--- config.mk ---
export PLATFORM = sky130hd
export DESIGN_NAME = scope_tile_capture
export DESIGN_NICKNAME = d
export VERILOG_FILES = /design/src/rtl/scope_pkg.sv /design/src/rtl/scope_rr_arbiter.sv /design/src/rtl/scope_tile_capture.sv
export SDC_FILE = /design/constraint.sdc
export NUM_CORES = 2
export LEC_CHECK = 0
export CAP_MARGIN = 40
export CELL_PAD_IN_SITES_DETAIL_PLACEMENT = 0
export CELL_PAD_IN_SITES_GLOBAL_PLACEMENT = 1
export CORE_ASPECT_RATIO = 1.2
export CORE_MARGIN = 2
export CORE_UTILIZATION = 52
export CTS_CLUSTER_DIAMETER = 40
export CTS_CLUSTER_SIZE = 12
export DETAILED_ROUTE_END_ITERATION = 8
export PLACE_DENSITY_LB_ADDON = 0.1
export SYNTH_ARGS = -nofsm -noshare
export SYNTH_HDL_FRONTEND = slang
export SYNTH_SLANG_ARGS = --single-unit
--- constraint.sdc ---
create_clock -name clock -period 14.12 [get_ports clock]
set_input_delay 2.824 -clock clock [delete_from_list [all_inputs] [get_ports clock]]
set_output_delay 2.824 -clock clock [all_outputs]
set_load 0.02 [all_outputs]
--- src/rtl/scope_pkg.sv ---
// Shared types for the tile trace-capture block: FSM encoding, source ids, record header.
package scope_pkg;

  localparam int TS_W  = 16;
  localparam int SRC_W = 3;
  localparam int AUX_W = 32;

  typedef enum logic [1:0] {
    ST_IDLE    = 2'd0,
    ST_ARMED   = 2'd1,
    ST_CAPTURE = 2'd2,
    ST_DONE    = 2'd3
  } state_t;

  // Harts use their port index as id; TileLink takes the id just past the last hart.
  localparam logic [SRC_W-1:0] SRC_HART0 = 3'd0;

  typedef struct packed {
    logic [SRC_W-1:0] src_id;
    logic [TS_W-1:0]  ts;
  } rec_hdr_t;

  function automatic logic [SRC_W-1:0] src_id_of(input int idx);
    return SRC_HART0 + SRC_W'(idx);
  endfunction

endpackage

--- src/rtl/scope_rr_arbiter.sv ---
// Round-robin arbiter: one-hot grant to the first requester at or after the pointer.
// Combinational grant; pointer moves to one past the winner only when adv is asserted.
module scope_rr_arbiter #(
  parameter int N = 3
) (
  input  logic         clock,
  input  logic         reset_n,
  input  logic [N-1:0] req,
  input  logic         adv,
  output logic [N-1:0] grant
);

  localparam int PW = (N > 1) ? $clog2(N) : 1;

  logic [PW-1:0] ptr;
  logic          found;
  int            win;
  int            idx;

  always_comb begin
    grant = '0;
    found = 1'b0;
    win   = 0;
    idx   = 0;
    for (int i = 0; i < N; i++) begin
      idx = (int'(ptr) + i) % N;
      if (!found && req[idx]) begin
        grant[idx] = 1'b1;
        found      = 1'b1;
        win        = idx;
      end
    end
  end

  always_ff @(posedge clock) begin
    if (!reset_n) begin
      ptr <= '0;
    end else if (adv && found) begin
      ptr <= PW'((win + 1) % N);
    end
  end

endmodule

--- src/rtl/scope_tile_capture.sv ---
// Passive trace capture of hart retirements and dcache TileLink A-channel beats into a flop FIFO.
// One record per cycle max; rd_data is a registered head with zero latency from rd_valid, drained by rd_ready.
module scope_tile_capture
  import scope_pkg::*;
#(
  parameter int NUM_HARTS = 2,
  parameter int DEPTH     = 16,
  parameter int PC_W      = 32
) (
  input  logic                           clock,
  input  logic                           reset_n,
  input  logic [NUM_HARTS-1:0]           commit_valid,
  input  logic [NUM_HARTS*PC_W-1:0]      commit_pc,
  input  logic [NUM_HARTS*32-1:0]        commit_insn,
  input  logic                           tl_a_valid,
  input  logic                           tl_a_ready,
  input  logic [2:0]                     tl_a_opcode,
  input  logic [PC_W-1:0]                tl_a_address,
  input  logic                           arm,
  input  logic                           mode_wrap,
  input  logic                           trig_en,
  input  logic [PC_W-1:0]                trig_pc,
  input  logic [NUM_HARTS:0]             src_mask,
  output logic                           rd_valid,
  input  logic                           rd_ready,
  output logic [SRC_W+TS_W+PC_W+AUX_W-1:0] rd_data,
  output logic [1:0]                     state,
  output logic [15:0]                    drop_count,
  output logic [$clog2(DEPTH):0]         level
);

  localparam int NSRC = NUM_HARTS + 1;
  localparam int AW   = $clog2(DEPTH);

  typedef struct packed {
    rec_hdr_t         hdr;
    logic [PC_W-1:0]  payload;
    logic [AUX_W-1:0] aux;
  } rec_t;

  state_t          st, st_n;
  logic [TS_W-1:0] ts;
  logic [AW-1:0]   wptr, rptr, wptr_n, rptr_n;
  logic [AW:0]     level_n;
  rec_t            mem [DEPTH];
  rec_t            head_q, head_n, wr_rec;

  logic [NSRC-1:0]      req, grant, sel;
  logic [NUM_HARTS-1:0] hit, trig_sel;
  logic [2:0]           n_req, n_drop;
  logic                 pop, full, wr_en, overwrite, adv;
  logic [16:0]          drop_sum;
  logic [15:0]          drop_n;

  always_comb begin
    req = '0;
    hit = '0;
    for (int h = 0; h < NUM_HARTS; h++) begin
      req[h] = commit_valid[h] & src_mask[h];
      hit[h] = req[h] && (commit_pc[h*PC_W +: PC_W] == trig_pc);
    end
    req[NUM_HARTS] = tl_a_valid & tl_a_ready & src_mask[NUM_HARTS];
  end

  // Several harts may match the trigger at once; the lowest index is taken as the first record.
  always_comb begin
    trig_sel = '0;
    for (int h = NUM_HARTS - 1; h >= 0; h--) begin
      if (hit[h]) begin
        trig_sel    = '0;
        trig_sel[h] = 1'b1;
      end
    end
  end

  assign n_req    = 3'($countones(req));
  assign rd_valid = (level != '0);
  assign pop      = rd_valid & rd_ready;
  assign full     = (level == (AW+1)'(DEPTH));

  scope_rr_arbiter #(.N(NSRC)) u_arb (
    .clock   (clock),
    .reset_n (reset_n),
    .req     (req),
    .adv     (adv),
    .grant   (grant)
  );

  always_comb begin
    st_n   = st;
    wr_en  = 1'b0;
    adv    = 1'b0;
    sel    = '0;
    n_drop = '0;
    unique case (st)
      ST_IDLE: ;
      ST_ARMED: begin
        if (|hit) begin
          wr_en = 1'b1;
          sel   = {1'b0, trig_sel};
          st_n  = ST_CAPTURE;
        end
      end
      ST_CAPTURE: begin
        if (|req) begin
          if (!full || mode_wrap || pop) begin
            wr_en  = 1'b1;
            adv    = 1'b1;
            sel    = grant;
            n_drop = n_req - 3'd1;
          end else begin
            n_drop = n_req;
          end
        end
        if (full && !mode_wrap) st_n = ST_DONE;
      end
      ST_DONE: begin
        n_drop = n_req;
        if (level == '0) st_n = ST_IDLE;
      end
    endcase
    if (arm) begin
      st_n   = trig_en ? ST_ARMED : ST_CAPTURE;
      wr_en  = 1'b0;
      adv    = 1'b0;
      n_drop = '0;
    end
  end

  always_comb begin
    wr_rec        = '0;
    wr_rec.hdr.ts = ts;
    for (int h = 0; h < NUM_HARTS; h++) begin
      if (sel[h]) begin
        wr_rec.hdr.src_id = src_id_of(h);
        wr_rec.payload    = commit_pc[h*PC_W +: PC_W];
        wr_rec.aux        = commit_insn[h*32 +: 32];
      end
    end
    if (sel[NUM_HARTS]) begin
      wr_rec.hdr.src_id = src_id_of(NUM_HARTS);
      wr_rec.payload    = tl_a_address;
      wr_rec.aux        = {29'b0, tl_a_opcode};
    end
  end

  // A write into a full wrap buffer without a pop displaces the oldest entry.
  assign overwrite = wr_en & full & ~pop;
  assign wptr_n    = wptr + AW'(wr_en);
  assign rptr_n    = rptr + AW'(pop | overwrite);
  assign level_n   = level + (AW+1)'(wr_en & ~overwrite) - (AW+1)'(pop);

  always_comb begin
    if (level_n == '0)
      head_n = '0;
    else if (wr_en && (wptr == rptr_n))
      head_n = wr_rec;
    else
      head_n = mem[rptr_n];
  end

  assign drop_sum = {1'b0, drop_count} + {14'd0, n_drop};
  assign drop_n   = drop_sum[16] ? 16'hFFFF : drop_sum[15:0];

  always_ff @(posedge clock) begin
    if (!reset_n) begin
      st         <= ST_IDLE;
      ts         <= '0;
      wptr       <= '0;
      rptr       <= '0;
      level      <= '0;
      drop_count <= '0;
      head_q     <= '0;
    end else begin
      st <= st_n;
      ts <= ts + 16'd1;
      if (arm) begin
        wptr       <= '0;
        rptr       <= '0;
        level      <= '0;
        drop_count <= '0;
        head_q     <= '0;
      end else begin
        wptr       <= wptr_n;
        rptr       <= rptr_n;
        level      <= level_n;
        drop_count <= drop_n;
        head_q     <= head_n;
      end
    end
  end

  always_ff @(posedge clock) begin
    if (wr_en) mem[wptr] <= wr_rec;
  end

  assign rd_data = head_q;
  assign state   = st;

endmodule
# Word-level counts from Yosys, hierarchy flattened
# Memory sizes are Yosys's and may differ from the RTL's. A register that Yosys moved wholly into a read port is not among the register bits.
# Index checks and enable logic that the tools add are counted.
# word_totals
romBits,0
inputBits,208
n_memories,1
regBits,49
latch_bits,0
out_inout_bits,107
ram_bits,1328
# memory_table
memory,words,width,read_ports,rd_ports_with_merged_regs,wr,line_no,source
mem,16,83,1,1,1,scope_tile_capture.sv:45,rec_t mem [DEPTH];
# classes
n_addsub,12
n_mux,55
n_mul,0
shift,0
bitwise,14
n_reduce_logical,24
div,4
n_lt_le_gt_ge,6
eq_ne,9
# op_table
op,n
$mux W64,3
$ge A32 B1 Y1 const B,3
$lt A32 B4 Y1 const B,3
$mod A32 B3 Y32 const B,3
$mux W32,3
$eq A32 B32 Y1,2
$add A32 B2 Y32 const B,1
$mod A3 B3 Y32 const B,1
$mux W3,9
$mux W1,21
$add A16 B3 Y17,1
$add A16 B1 Y16 const B,1
$mux W16,1
$mux W2,8
$pmux W3 S2,2
$logic_not A5 Y1,2
$logic_and A1 B1 Y1,9
$ne A3 B3 Y1 const B,3
$add A4 B1 Y4,2
$and A1 B1 Y1,7
$bmux W1 S2,3
$demux W1 S2,3
$or A3 B3 Y3,2
$pmux W2 S3,1
22 further kinds,30

# Longest topological paths before layout
# logic_depth
ltp_word,18
depth_mapped,29
mapped_depth_nobuf,27

# By module
# Synthesis repeated with hierarchy kept, for this count alone.
# unflattened
hier_cells,3170
hier_area_um2,59465.8
# by_module_without_submodules
module,seq_area_each_um2,instances,area_each_um2,cells_each
scope_tile_capture,41980.3,1,57670.3,2946
scope_rr_arbiter,40.0,1,1795.5,224

# Least setup slack after synthesis
# Ideal clock, no wire load.
# synth_timing
path_kind,input to register
start,in trig_pc[15]
end,mem mem[0][0] (netlist bit) (enable)
cell_stages,8
setup_ps,623
required_time_ps,13497
path_slack_ps,2777
arrival_ps,10720
cell_sequence,xor2_1 nor4_1 nand4_1 nor4_1 o21ai_0 a211oi_1 or3b_2 nor3_1
# synth_between
elab_chain_cells,8
word_cells_on_any_way,10
cone_classes,eq/ne: 2; mux: 5; reduce/logical: 3
# synth_rtl
element,line_no,source
from (decl),scope_tile_capture.sv:22,"input logic [PC_W-1:0] trig_pc,"
$eq A32 B32 Y1,scope_tile_capture.sv:60,hit[h] = req[h] && (commit_pc[h*PC_W +: PC_W] == trig_pc);
$logic_and A1 B1 Y1,scope_tile_capture.sv:60,
$reduce_or A2 Y1 *,scope_tile_capture.sv:98,if (|hit) begin
$mux W1 *,scope_tile_capture.sv:98,
$pmux W1 S2 *,scope_tile_capture.sv:95,unique case (st)
$mux W1 *,scope_tile_capture.sv:122,if (arm) begin
$mux W1 *,scope_tile_capture.sv:194,if (wr_en) mem[wptr] <= wr_rec;
$mux W1 (not written as such) *,scope_tile_capture.sv:194,
to (decl),scope_tile_capture.sv:45,
# Mark *: on every way between the ends. The rest lies on a longest branch, timed or not.

# Worst setup path in the final report
# layout_timing
start,in trig_pc[24]
end,reg head_q (netlist bit rd_data[42])
# layout_between
word_cells_on_any_way,18
cone_classes,add/sub: 3; eq/ne: 2; mux: 3; bitwise: 5; reduce/logical: 5
# layout_rtl
element,line_no,source
$eq A32 B32 Y1,scope_tile_capture.sv:60,
$logic_and A1 B1 Y1,scope_tile_capture.sv:60,
$reduce_or A2 Y1 *,scope_tile_capture.sv:98,
$mux W1 *,scope_tile_capture.sv:98,
$pmux W1 S2 *,scope_tile_capture.sv:95,
$mux W1 *,scope_tile_capture.sv:122,
$and A1 B1 Y1 * (2 in series),scope_tile_capture.sv:148,assign overwrite = wr_en & full & ~pop;
$or A1 B1 Y1 *,scope_tile_capture.sv:150,assign rptr_n = rptr + AW'(pop | overwrite);
$add A4 B1 Y4 *,scope_tile_capture.sv:150,
named net rptr_n[1],scope_tile_capture.sv:43,"logic [AW-1:0] wptr, rptr, wptr_n, rptr_n;"
to (signal assigned),scope_tile_capture.sv:188,head_q <= head_n;
to (decl),scope_tile_capture.sv:46,"rec_t head_q, head_n, wr_rec;"
# Mark *: on every way through the listed nets, which the timed path passes. The rest lies on a longest branch.
# A chain may end at the register's enable or synchronous reset.

==> results.md <==
- The run finished with clean final reports.
- The later-pin clock latency in the skew report is 0.77 ns.
- The dominant register cell in the synthesized netlist is sky130_fd_sc_hd__edfxtp_1.
- The final count of hold timing violations was 0.
- STA classifies the critical path endpoint as a flip-flop.
- The routed length per instance is 29.9 um.
- The all-layer global routing usage is 0.266.
- The worst register-to-register path has a depth of 27.
- The number of buffers created by CTS is 160.
- The tightest hold path in the finished design has a slack of 0.539 ns.
- The maximum fanout count along the critical path is 49.
- The post-CTS repair timing setup buffer count is 0.
- Summed over all layers, the global routing overflow is 0.
- A synthesized cell averages 19.5 um^2.
- Across the VDD grid, the largest voltage drop is 0.241 mV.
- The clock drives 1,443 sinks.
- The core area is 109,000 um^2.
- The number of global-route vias before repair is 32,000.
- The async set-or-reset flop fraction in the synthesized netlist is 0.
- Static timing analysis puts the maximum clock frequency at 0.0990 GHz.
- The kind of cell adding the most delay to the critical path is simple AND/OR/NAND/NOR gates.
- Row generation in the floorplan step produced 133 rows.
- The share of Yosys cell area claimed by the top area cell type is 0.686.
- The detailed router finished its first iteration with 3,195 violations.
- The shortest period the worst path allows is 10.11 ns.
- The total nets after synthesis is 3,194.
- Among all stages on the critical path, the largest delay is contributed by sky130_fd_sc_hd__xnor2_1.
- For the final database, setup skew stands at 0.0298 ns.
- The met1 demand-to-capacity share in global routing is 0.359.
- Using the TritonRoute via totals, the vias-per-cell ratio works out to 6.23.
- The power per cell area is 155 nW/um^2.
- The port buffer count is 313.
- The main combinational cell family by area after synthesis is multiplexers.
- The net count reported at finish is 3,640.
- The critical path starts at trig_pc[24].
- The cell area after technology mapping is 57,400 um^2.
- Of the total synthesized cell area, the portion taken by XOR and XNOR cells is 0.0168.
- The final weighted congestion of routability-driven global placement is 0.818.
- The post-cts hold buffer count is 0.
- The initial core utilization is 0.525.
- Yosys mapped a number of flops with a built-in enable equal to 1,312.
- The number of ports placed on the die boundary is 315.
- The number of antenna violations at the first check in global routing is 3.
- Counting both buffers and inverters, the worst setup path holds a total of 5.
- Counting stages on the worst path, the most repeated cell is sky130_fd_sc_hd__buf_4.
- The worst min-delay path category is reg -> reg.
- Counting instances, the worst hold path has a depth of 2.
- The end of the worst register-to-register path is u_arb.ptr[1].
- At the pin with the least slew margin, the transition time is 1.06 ns.
- The summed negative setup slack over all endpoints is 0 ns.
- The critical path start-end classification is in -> reg.
- On the worst path, the slowest cell contributes a delay of 0.73 ns.
- The cell type with the largest total area after synthesis is sky130_fd_sc_hd__edfxtp_1.
- The x dimension of the die is 307 um.
- In the finished design, the share of the clock period the worst path needs comes to 0.716.
- The worst-case register-to-register setup slack is 6.55 ns.
- The count of state elements after synthesis is 1,443.
- The post-cts repair resize count is 0.
- The post-synthesis cell type count is 74.
- In this run the most critical hold path is launched from drop_count[12].
- By area the synthesized netlist is led by sky130_fd_sc_hd__edfxtp_1, sky130_fd_sc_hd__mux4_2, sky130_fd_sc_hd__dfxtp_1, sky130_fd_sc_hd__nand2_1, sky130_fd_sc_hd__a21oi_1.
- Total power for the finished layout comes to 0.0106 W.
- The remaining antenna violation count is 0.
- After clock tree synthesis, the clock-pin slew on the worst setup and hold paths is 0.05 ns.
- The setup-violating endpoint count in the final report is 0.
- For this run, the number of Yosys warnings is 0.
- Headroom to the max-slew limit came out at 0.296.
- The share of cells above drive strength 1 is 0.229.
- The kind of start point of the critical path is a primary input.
- The number of maximum-capacitance violations is 0.
- The number of search-and-repair iterations in the first detailed-routing pass is 5.
- The worst hold path terminates at drop_count[12].
- The met2 usage is 0.448.
- In this run the number of H-tree levels came out at 4.
- The clock root buffer master is sky130_fd_sc_hd__clkbuf_16.
- The post-synthesis instance total is 2,949.
- The arrival time of the worst setup path is 10.73 ns.
- The global-route layer with the greatest usage is met2.
- The area of the die is 113,000 um^2.
- Compared with the post-synthesis result, the final layout area differs by 18.9%.
- The required time at the worst-slack endpoint is 14.74 ns.
- The compound-gate portion of the synthesized area was 0.0328.
- In the global route stage, met3 resource usage came out at 0.0462.
- The critical register-to-register path startpoint is u_arb.ptr[1].
- The largest buffer count on any clock path is 3.
- The portion of the post-synthesis area used by sequential elements is 0.732.
- The total number of vias is 30,800.
- The overall die height is 368 um.
- Traced cell by cell, the critical path runs through clkdlybuf4s50_1 -> xnor2_1 -> nand4_1 -> nor4_1 -> nand4_1 -> nor3_1 -> o21ai_0 -> a211oi_1 -> buf_4 -> a21oi_1 -> nor2_1 -> ha_4 -> ha_4 -> buf_4 -> buf_4 -> buf_16 -> mux4_2 -> mux4_2 -> nand2_1 -> a21oi_1.
- Summed over all layers, the routed wires come to 148,000 um.
- The post-detailed-route DRC marker count is 0.
- The final-report max-slew violation count came to 0.
- The static leakage is 20.3 nW.
- Detailed placement finished with a half-perimeter wire length of 81,700 um.
- Setup repair after global routing left no endpoint under its margin.
- The adder-cell area share of the yosys netlist is 0.00845.
- The first global-routing pass estimated 216,000 um of wire.
- The area share of and/or/nand/nor cells after synthesis is 0.0352.
- The share of synthesized area spent on multiplexers is 0.162.
- Entering global routing, the biggest net connects 108 pins.
- TritonCTS built the clock tree.
## logic make-up (layout without fill, tap and decap cells)
kind of cell    Yosys count  count (layout)
mux                     417             417
fa+ha+maj                37              37
buf+inv                 191             760
other cells               1               2
simple gates            450             450
flops                  1443            1443
xor+xnor                110             110
compound gates          300             300
## where the power goes
group,internal [W],total [W],switching [W]
Sequential,0.00469,0.00475,0.0000597
Combinational,0.000933,0.00190,0.000963
Clock,0.00227,0.00391,0.00164
Total,0.00790,0.0106,0.00266
## placed cells by master (no fill, tap or decap), types with 14 or more instances in the layout
cell type                         netlist  routed
sky130_fd_sc_hd__nand2_1              226     226
sky130_fd_sc_hd__a22oi_1               66      66
sky130_fd_sc_hd__xnor2_1               61      60
sky130_fd_sc_hd__clkdlybuf4s50_1        0     313
sky130_fd_sc_hd__buf_4                  2     105
sky130_fd_sc_hd__nand3_1               26      25
sky130_fd_sc_hd__dfxtp_1              131     131
sky130_fd_sc_hd__edfxtp_1            1312    1312
sky130_fd_sc_hd__o21ai_1                3      22
sky130_fd_sc_hd__ha_1                  34      32
sky130_fd_sc_hd__clkbuf_16              0     165
sky130_fd_sc_hd__o21ai_0               53      33
sky130_fd_sc_hd__mux4_2               410     410
sky130_fd_sc_hd__and2_1                23      23
sky130_fd_sc_hd__xor2_1                49      48
sky130_fd_sc_hd__nor2_1                87      74
sky130_fd_sc_hd__inv_6                  0      14
sky130_fd_sc_hd__a21oi_1              117     117
sky130_fd_sc_hd__inv_1                 30      30
sky130_fd_sc_hd__clkinvlp_4             0      14
sky130_fd_sc_hd__clkbuf_1             120      57
sky130_fd_sc_hd__nand4_1               14      14
## synthesized netlist by cell type (all sizes together), types with 4 or more instances
cell type	instances
and2	26
o221ai	4
nor2b	9
a22oi	66
o21a	6
nor4	14
edfxtp	1312
inv	31
nand4	14
o21ai	56
dfxtp	131
nor2	87
nand2	227
o22ai	8
a21oi	117
nand3	26
clkbuf	121
nor3b	4
xor2	49
nand3b	5
ha	34
buf	39
nor3	12
mux2	5
and3	11
xnor2	61
mux4	410
nand2b	6
## stage by stage
stage | instances | setup WS [ns] | util | cell area, um^2
2_1_floorplan | 2949 | 2.78 | - | 57400
3_3_place_gp | 4589 | 2.94 | 0.571 | 62600
3_5_place_dp | 4629 | 3.34 | 0.577 | 63200
4_1_cts | 4914 | 4.10 | 0.622 | 68100
5_1_grt | 4935 | 3.99 | 0.623 | 68300
6_report | 4936 | 4.01 | 0.623 | 68300
## worst max-delay path by stage
stage / endpoint / slack (ns) / cells after the start
after floorplan: mem[0][0] / 2.78 / 8
after global placement: rd_data[34] / 2.94 / 18
after detailed placement: rd_data[32] / 3.34 / 20
after CTS: rd_data[42] / 4.10 / 20
after global routing: rd_data[42] / 3.99 / 20
final: rd_data[42] / 4.01 / 20
## area by class of cell
type / instances / area [um^2]
tap: 1417 / 1770
multi-input combinational: 1315 / 14900
fill: 7609 / 41200
sequential: 1443 / 42000
timing repair buffer: 444 / 4520
clock inverter: 56 / 498
inverter: 31 / 116
clock buffer: 229 / 4440
antenna: 1 / 2.50
## routing by layer
metal / part of all wire / vias up
met2: 0.51 / 1330
met4: 0.022 / 0
met1: 0.40 / 16300
li1: - / 12900
met5: 0 / -
met3: 0.072 / 200
## worst min-delay path, stage by stage (launching register included)
cell and delay [ns]:
sky130_fd_sc_hd__dfxtp_1 0.34, sky130_fd_sc_hd__nor2_1 0.11, sky130_fd_sc_hd__nor3_1 0.05
## flip-flops by register name, summed over array words and instances (netlist names)
register    cells
wptr            4
ts             16
rd_data        82
level           5
rptr            4
u_arb.ptr       2
mem          1312
drop_count     16
state           2
Note: power is estimated with default switching activity, not from simulation.
